$ cat src/rtl/fifo_xfer_sched_if.sv
// Handshake bundle between the DMA FIFO transfer scheduler and its SCSI, host bus and FIFO counter neighbours.
// The master modport is the environment side; the slave modport is the scheduler side.
interface fifo_xfer_sched_if;
    logic       DMAENA;
    logic       DMADIR;
    logic       FLUSH;
    logic       SREQ;
    logic       SACK;
    logic       BREQ;
    logic       BDONE;
    logic       FIFOFULL;
    logic       FIFOEMPTY;
    logic       INCFIFO;
    logic       DECFIFO;
    logic [1:0] BPTR;
    logic       FLUSHED;
    logic       BERR;

    modport master (
        output DMAENA, DMADIR, FLUSH, SREQ, BDONE, FIFOFULL, FIFOEMPTY,
        input  SACK, BREQ, INCFIFO, DECFIFO, BPTR, FLUSHED, BERR
    );

    modport slave (
        input  DMAENA, DMADIR, FLUSH, SREQ, BDONE, FIFOFULL, FIFOEMPTY,
        output SACK, BREQ, INCFIFO, DECFIFO, BPTR, FLUSHED, BERR
    );
endinterface

$ cat src/rtl/fifo_xfer_sched.sv
// Arbitrates the 8-longword DMA FIFO between SCSI bytes and host bus longwords, packs bytes via BPTR and flushes.
// Optional bus-cycle watchdog is compiled in with `define FIFO_WDOG_EN (limit WDOG_CYC clocks).
module fifo_xfer_sched #(
    parameter int unsigned WDOG_CYC = 255
) (
    input  logic              CLK,
    input  logic              RESET_,
    fifo_xfer_sched_if.slave  xfer
);

    typedef enum logic [2:0] {
        ST_IDLE   = 3'd0,
        ST_SBYTE  = 3'd1,
        ST_BWAIT  = 3'd2,
        ST_BDONE  = 3'd3,
        ST_PAD    = 3'd4,
        ST_SETTLE = 3'd5,
        ST_FDONE  = 3'd6
    } state_t;

    state_t     state_r;
    logic       sack_r;
    logic       breq_r;
    logic       inc_r;
    logic       dec_r;
    logic       flushed_r;
    logic [1:0] bptr_r;
    logic       rr_bus_r;
    logic       flush_pend_r;
    logic       berr_s;
    logic       go_s;
    logic       scsi_elig_s;
    logic       bus_elig_s;
    logic       grant_bus_s;

`ifdef FIFO_WDOG_EN
    localparam logic [7:0] WDOG_LIMIT = 8'(WDOG_CYC - 1);
    logic [7:0] wdog_cnt_r;
    logic       berr_r;
    assign berr_s = berr_r;
`else
    assign berr_s = 1'b0;
`endif

    assign xfer.SACK    = sack_r;
    assign xfer.BREQ    = breq_r;
    assign xfer.INCFIFO = inc_r;
    assign xfer.DECFIFO = dec_r;
    assign xfer.BPTR    = bptr_r;
    assign xfer.FLUSHED = flushed_r;
    assign xfer.BERR    = berr_s;

    assign go_s = xfer.DMAENA & ~berr_s;

    // Per-side eligibility; rr_bus_r picks the bus on a tie when the SCSI side was granted last
    always_comb begin
        scsi_elig_s = 1'b0;
        bus_elig_s  = 1'b0;
        if (xfer.DMADIR) begin
            scsi_elig_s = xfer.SREQ & ~xfer.FIFOFULL & ~flush_pend_r;
            bus_elig_s  = xfer.FIFOFULL | (flush_pend_r & ~xfer.FIFOEMPTY);
        end else begin
            scsi_elig_s = xfer.SREQ & ~xfer.FIFOEMPTY;
            bus_elig_s  = ~xfer.FIFOFULL;
        end
        grant_bus_s = bus_elig_s & (~scsi_elig_s | rr_bus_r);
    end

    // Transfer sequencer with registered handshake and FIFO counter pulses
    always_ff @(posedge CLK) begin
        if (!RESET_) begin
            state_r      <= ST_IDLE;
            sack_r       <= 1'b0;
            breq_r       <= 1'b0;
            inc_r        <= 1'b0;
            dec_r        <= 1'b0;
            flushed_r    <= 1'b0;
            bptr_r       <= 2'd0;
            rr_bus_r     <= 1'b0;
            flush_pend_r <= 1'b0;
`ifdef FIFO_WDOG_EN
            wdog_cnt_r   <= 8'd0;
            berr_r       <= 1'b0;
`endif
        end else begin
            case (state_r)
                ST_IDLE: begin
                    if (go_s) begin
                        if (flush_pend_r && (bptr_r != 2'd0)) begin
                            state_r <= ST_PAD;
                            inc_r   <= 1'b1;
                            bptr_r  <= 2'd0;
                        end else if (flush_pend_r && xfer.FIFOEMPTY) begin
                            state_r   <= ST_FDONE;
                            flushed_r <= 1'b1;
                        end else if (grant_bus_s) begin
                            state_r  <= ST_BWAIT;
                            breq_r   <= 1'b1;
                            rr_bus_r <= 1'b0;
`ifdef FIFO_WDOG_EN
                            wdog_cnt_r <= 8'd0;
`endif
                        end else if (scsi_elig_s) begin
                            state_r  <= ST_SBYTE;
                            sack_r   <= 1'b1;
                            bptr_r   <= bptr_r + 2'd1;
                            rr_bus_r <= 1'b1;
                            if (bptr_r == 2'd3) begin
                                inc_r <= xfer.DMADIR;
                                dec_r <= ~xfer.DMADIR;
                            end
                        end
                    end
                end
                ST_SBYTE: begin
                    sack_r  <= 1'b0;
                    inc_r   <= 1'b0;
                    dec_r   <= 1'b0;
                    // bptr_r already wrapped to 0 exactly when this byte completed a longword
                    state_r <= (bptr_r == 2'd0) ? ST_SETTLE : ST_IDLE;
                end
                ST_BWAIT: begin
                    if (xfer.BDONE) begin
                        state_r <= ST_BDONE;
                        breq_r  <= 1'b0;
                        inc_r   <= ~xfer.DMADIR;
                        dec_r   <= xfer.DMADIR;
`ifdef FIFO_WDOG_EN
                    end else if (wdog_cnt_r == WDOG_LIMIT) begin
                        state_r <= ST_IDLE;
                        breq_r  <= 1'b0;
                        berr_r  <= 1'b1;
                    end else begin
                        wdog_cnt_r <= wdog_cnt_r + 8'd1;
`endif
                    end
                end
                ST_BDONE, ST_PAD: begin
                    inc_r   <= 1'b0;
                    dec_r   <= 1'b0;
                    state_r <= ST_SETTLE;
                end
                ST_SETTLE: begin
                    if (flush_pend_r && xfer.FIFOEMPTY && (bptr_r == 2'd0)) begin
                        state_r   <= ST_FDONE;
                        flushed_r <= 1'b1;
                    end else begin
                        state_r <= ST_IDLE;
                    end
                end
                ST_FDONE: begin
                    flushed_r    <= 1'b0;
                    flush_pend_r <= 1'b0;
                    state_r      <= ST_IDLE;
                end
                default: begin
                    state_r   <= ST_IDLE;
                    sack_r    <= 1'b0;
                    breq_r    <= 1'b0;
                    inc_r     <= 1'b0;
                    dec_r     <= 1'b0;
                    flushed_r <= 1'b0;
                end
            endcase
            // A flush request arriving mid-transfer stays pending until IDLE acts on it
            if (xfer.FLUSH && xfer.DMADIR) begin
                flush_pend_r <= 1'b1;
            end
        end
    end

endmodule

$ cat src/flat_wrapper.sv
// flat-port wrapper written by rule: the top's interface ports become plain ports
module fifo_xfer_sched_flat 
#(
    parameter int unsigned WDOG_CYC = 255
)
  (CLK, RESET_, xfer_DMAENA, xfer_DMADIR, xfer_FLUSH, xfer_SREQ, xfer_BDONE, xfer_FIFOFULL, xfer_FIFOEMPTY, xfer_SACK, xfer_BREQ, xfer_INCFIFO, xfer_DECFIFO, xfer_BPTR, xfer_FLUSHED, xfer_BERR);
  fifo_xfer_sched_if xfer_i ();
  input  logic CLK;
  input  logic RESET_;
  input wire logic [$bits(xfer_i.DMAENA)-1:0] xfer_DMAENA;
  input wire logic [$bits(xfer_i.DMADIR)-1:0] xfer_DMADIR;
  input wire logic [$bits(xfer_i.FLUSH)-1:0] xfer_FLUSH;
  input wire logic [$bits(xfer_i.SREQ)-1:0] xfer_SREQ;
  input wire logic [$bits(xfer_i.BDONE)-1:0] xfer_BDONE;
  input wire logic [$bits(xfer_i.FIFOFULL)-1:0] xfer_FIFOFULL;
  input wire logic [$bits(xfer_i.FIFOEMPTY)-1:0] xfer_FIFOEMPTY;
  output wire logic [$bits(xfer_i.SACK)-1:0] xfer_SACK;
  output wire logic [$bits(xfer_i.BREQ)-1:0] xfer_BREQ;
  output wire logic [$bits(xfer_i.INCFIFO)-1:0] xfer_INCFIFO;
  output wire logic [$bits(xfer_i.DECFIFO)-1:0] xfer_DECFIFO;
  output wire logic [$bits(xfer_i.BPTR)-1:0] xfer_BPTR;
  output wire logic [$bits(xfer_i.FLUSHED)-1:0] xfer_FLUSHED;
  output wire logic [$bits(xfer_i.BERR)-1:0] xfer_BERR;
  assign xfer_i.DMAENA = xfer_DMAENA;
  assign xfer_i.DMADIR = xfer_DMADIR;
  assign xfer_i.FLUSH = xfer_FLUSH;
  assign xfer_i.SREQ = xfer_SREQ;
  assign xfer_i.BDONE = xfer_BDONE;
  assign xfer_i.FIFOFULL = xfer_FIFOFULL;
  assign xfer_i.FIFOEMPTY = xfer_FIFOEMPTY;
  assign xfer_SACK = xfer_i.SACK;
  assign xfer_BREQ = xfer_i.BREQ;
  assign xfer_INCFIFO = xfer_i.INCFIFO;
  assign xfer_DECFIFO = xfer_i.DECFIFO;
  assign xfer_BPTR = xfer_i.BPTR;
  assign xfer_FLUSHED = xfer_i.FLUSHED;
  assign xfer_BERR = xfer_i.BERR;
  fifo_xfer_sched #(.WDOG_CYC(WDOG_CYC)) u_core (.CLK(CLK), .RESET_(RESET_), .xfer(xfer_i));
endmodule
$ cat config.mk
export PLATFORM = sky130hd
export DESIGN_NAME = fifo_xfer_sched_flat
export DESIGN_NICKNAME = d
export VERILOG_FILES = /design/src/rtl/fifo_xfer_sched_if.sv /design/src/rtl/fifo_xfer_sched.sv /design/src/flat_wrapper.sv
export SDC_FILE = /design/constraint.sdc
export NUM_CORES = 1
export LEC_CHECK = 0
export ABC_AREA = 1
export CORE_MARGIN = 2
export CORE_UTILIZATION = 35
export DETAILED_ROUTE_END_ITERATION = 12
export GPL_ROUTABILITY_DRIVEN = 1
export PLACE_DENSITY = 0.68
export RECOVER_POWER = 25
export SETUP_SLACK_MARGIN = 0.4
export SLEW_MARGIN = 20
export SYNTH_ARGS = -nofsm -noshare
export SYNTH_HDL_FRONTEND = slang
export SYNTH_SLANG_ARGS = --single-unit
$ cat constraint.sdc
create_clock -name CLK -period 3.17 [get_ports CLK]
set_input_delay 0.317 -clock CLK [delete_from_list [all_inputs] [get_ports CLK]]
set_output_delay 0.317 -clock CLK [all_outputs]
set_load 0.005 [all_outputs]
==> impl_summary.txt <==
----------------------------------------------------
[Worst setup path]
  Data required time at the worst endpoint ... 3.36 ns
  CP endpoint ... u_core.state_r[1]
  Critical setup path kind ... primary input to flop
  Critical Path, Cell by Cell ... clkdlybuf4s50_1 -> inv_1 -> a21oi_4 -> nand3_1 -> nand2_2 -> nand4_1 -> nand2_1 -> inv_1 -> nor2_1 -> nor2_1
  Critical-path cell with the highest stage delay ... clkdlybuf4s50_1
  Max FO, Critical Path ... 7
  Longest individual stage delay on the worst path ... 0.61 ns
  Setup crit end kind ... flop
  Internal reg-to-reg setup slack ... 1.52 ns
  Critical Path AT ... 1.88 ns
  Launch instance of the worst register-to-register path ... u_core.xfer.BPTR[0]
  Number of cells on the worst reg-to-reg path ... 8
  Reg-to-Reg End ... u_core.xfer.BPTR[1]
  Crit start category ... primary input
  Launching instance or port of the critical path ... xfer_DMADIR

[CTS]
  Sink count of the clock tree ... 12
  Clock transition at the registers of the reported paths ... 0.08 ns
  Number of clock buffers inserted by TritonCTS ... 3
  Number of setup buffers added after CTS ... 0
  Total of hold buffers inserted after clock tree synthesis ... 0
  CTS tree ... built
  Gates resized, CTS repair ... 0
  Latest clock arrival within the worst-skew pair ... 0.28 ns
  Deepest clock path buffer count ... 2
  Clk root buf ... clkbuf_4
  Total number of H-tree levels ... 1

[Power and ir drop]
  Peak ir drop on the vdd network ... 0.332 mV
  Power per cell area ... 783 nW/um^2
  Pleak ... 0.543 nW

[Synth]
  Sequential area share after synthesis ... 26.8%
  Synthesized-area fraction occupied by xor and xnor cells ... 0%
  Synth top area share ... 26.8%
  Portion of netlist area occupied by mux cells ... 0%
  Post-Synthesis Cell Area ... 897 sq um
  Share of synthesized cell area in and, or, nand and nor gates ... 37.9%
  Area contributors post-synth ... dfxtp_1 (27%), nand2_1 (14%), nor2_1 (10%)
  Net count after synthesis ... 161
  Main combinational cell family by area after synthesis ... simple AND/OR/NAND/NOR gates
  Post-synthesis adder-cell area fraction ... 5.58%
  Top cell type by total area after synthesis ... dfxtp_1
  Number of library cell types mapped by synthesis ... 25
  Warnings from Yosys ... 0
  Gate Count Post-Synth ... 148
  Post-synthesis area per instance ... 6.06 sq um
  Share of the synthesized area in compound gates (AO/OA/AOI/OAI) ... 18.0%
  Synthesis-stage register bit count ... 12

[Final layout]
  Utilization after layout ... 45.4%
  Nets ... 180
  Design Area, Final ... 1110 sq um
  Diodes inserted ... 0
  Share of post-route cells with drive strength above 1 ... 9.04%
  Signed area change from the synthesized netlist to the final layout ... 24.1%

[Floorplanning]
  Row count ... 18
  IO Pins ... 17
  Die Y ... 54.6 um
  Initial Util ... 36.5%
  Die area ... 2980 sq um
  Placeable core area ... 2450 sq um
  Die width ... 54.6 um

[Routing]
  Detail-routed net length per standard cell ... 11.0 um
  Via count of the routed design ... 993
  DR WL met3 ... 118 um
  Number of iterations in the first detailed-routing pass ... 4
  Number of vias per cell after detailed routing ... 5.07
  Antenna-violating nets left ... 0
  Top routing layer used ... met4
  Met2 wire length ... 1060 um
  Total Wirelength ... 2160 um
  Detailed-route DRC error count ... 0
  Routed metal-1 wire length ... 930 um
  DRC marker count from the first detailed-route iteration ... 42

[Min path]
  Min-Delay Path Class ... flop to flop

[Timing]
  Sum of negative setup slack ... 0 ns
  Final-report max-slew violation count ... 0
  Clock Skews ... 0.00346 ns
  Final Worst Setup Slack ... 1.48 ns
  Hold Slack ... 0.445 ns
  RSZ-0062 raised after global routing ... no
  Post-layout minimum cycle time ... 1.69 ns
  F_max ... 591 MHz
  Portion of the clock cycle consumed by the worst path in the final layout ... 53.3%
  Number of failing setup endpoints in the final timing report ... 0
  Endpoints failing hold ... 0

[Place]
  Setup slack after placement ... 1.20 ns
  Placed cell areas ... 1080 sq um
  Count of buffers inserted at the top-level ports ... 15
  DP Wirelength ... 1730 um
  Weighted congestion reported at the end of routability-driven placement ... 0.889

[Run]
  Number of max-cap violations ... 0

[Status]
  Status ... finished, final reports clean

[Global route]
  Global-route wire length before repair ... 3500 um
  Number of global-route vias before repair ... 883
  Global-route total usage across every layer ... 16.4%
  Maximum number of pins on one net before global-route repair ... 10
  Number of antenna violations at the first check in global routing ... 0
  Global route total overflow ... 0

----------------------------------------------------
-- kinds of logic after synthesis --
| family | Yosys count |
|---|---|
| AND/OR/NAND/NOR | 79 |
| buffers and inverters | 26 |
| other | 1 |
| flip-flops | 12 |
| adder cells (fa/ha/maj) | 4 |
| AO/OA/AOI/OAI | 26 |
-- worst max-delay path: cells and delay by family --
family | cells | cell delay [ns]
simple gates | 6 | 0.57
buf+inv | 3 | 0.82
compound gates | 1 | 0.17
-- flip-flops by register name (all words and copies together), names as in the netlist --
name and flops:
u_core.flush_pend_r 1, u_core.rr_bus_r 1, u_core.state_r 3, u_core.xfer.BPTR 2
u_core.xfer.BREQ 1, u_core.xfer.DECFIFO 1, u_core.xfer.FLUSHED 1, u_core.xfer.INCFIFO 1
u_core.xfer.SACK 1
-- per-layer routing --
layer	GRT usage, %	vias up
met5	0	-
met4	11.3	0
met3	3.01	7
met2	26.4	35
met1	19.5	446
li1	-	505
-- power breakdown --
part | switching, mW | internal [mW]
Sequential | 0.0363 | 0.197
Combinational | 0.313 | 0.198
Clock | 0.0577 | 0.0700
-- worst min path at each step --
stage                           startpoint             endpoint  slack (ns)  cells past startpoint
after floorplan                     RESET_  u_core.xfer.FLUSHED        0.44                      2
after global placement    u_core.xfer.BREQ     u_core.xfer.BREQ        0.44                      2
after detailed placement  u_core.xfer.BREQ     u_core.xfer.BREQ        0.44                      2
after CTS                 u_core.xfer.BREQ     u_core.xfer.BREQ        0.45                      2
after global routing      u_core.xfer.BREQ     u_core.xfer.BREQ        0.46                      2
final                     u_core.xfer.BREQ     u_core.xfer.BREQ        0.45                      2
-- cell usage in the layout, fill, tap and decap left out --
cell type / synthesis / final
nand2_1: 34 / 34
nor2_1: 24 / 24
inv_1: 22 / 22
clkdlybuf4s50_1: 0 / 12
dfxtp_1: 12 / 12
o21ai_0: 8 / 8
a21oi_1: 7 / 7
nand3_1: 6 / 6
nor3_1: 6 / 6
o21ai_1: 4 / 4
ha_1: 4 / 4
inv_2: 3 / 3
nor2_2: 3 / 3
clkbuf_4: 0 / 3
dlygate4sd3_1: 0 / 3
nand4_1: 2 / 2
a31oi_1: 2 / 2
nand2_4: 1 / 1
o21ai_2: 1 / 1
a2bb2oi_1: 1 / 1
a21oi_4: 1 / 1
nand2_2: 1 / 1
nor4_1: 1 / 1
nor3b_1: 1 / 1
o211ai_2: 1 / 1
o21bai_1: 1 / 1
conb_1: 1 / 1
clkbuf_8: 0 / 1
-- stage by stage --
| step | total power, mW | cells |
|---|---|---|
| after floorplan | 0.599 | 148 |
| after global placement | 0.746 | 192 |
| after detailed placement | 0.748 | 192 |
| after CTS | 0.880 | 196 |
| after global routing | 0.959 | 196 |
| final | 0.872 | 196 |
-- area by class of cell --
type	count	area, sq um
tap	30	37.5
clock buffer	4	36.3
inverter	25	93.8
timing repair buffer	15	150
multi-input combinational	110	556
fill	250	1340
sequential	12	240
-- cell usage after synthesis, drive strengths merged --
master	number
dfxtp	12
o21ai	13
nor3	6
a21oi	8
a2bb2oi	1
nor2	27
ha	4
nor3b	1
buf	1
nor4	1
o21bai	1
inv	25
o211ai	1
a31oi	2
nand2	36
nand3	6
conb	1
nand4	2
No activity file was read; power rests on OpenSTA's default activity.
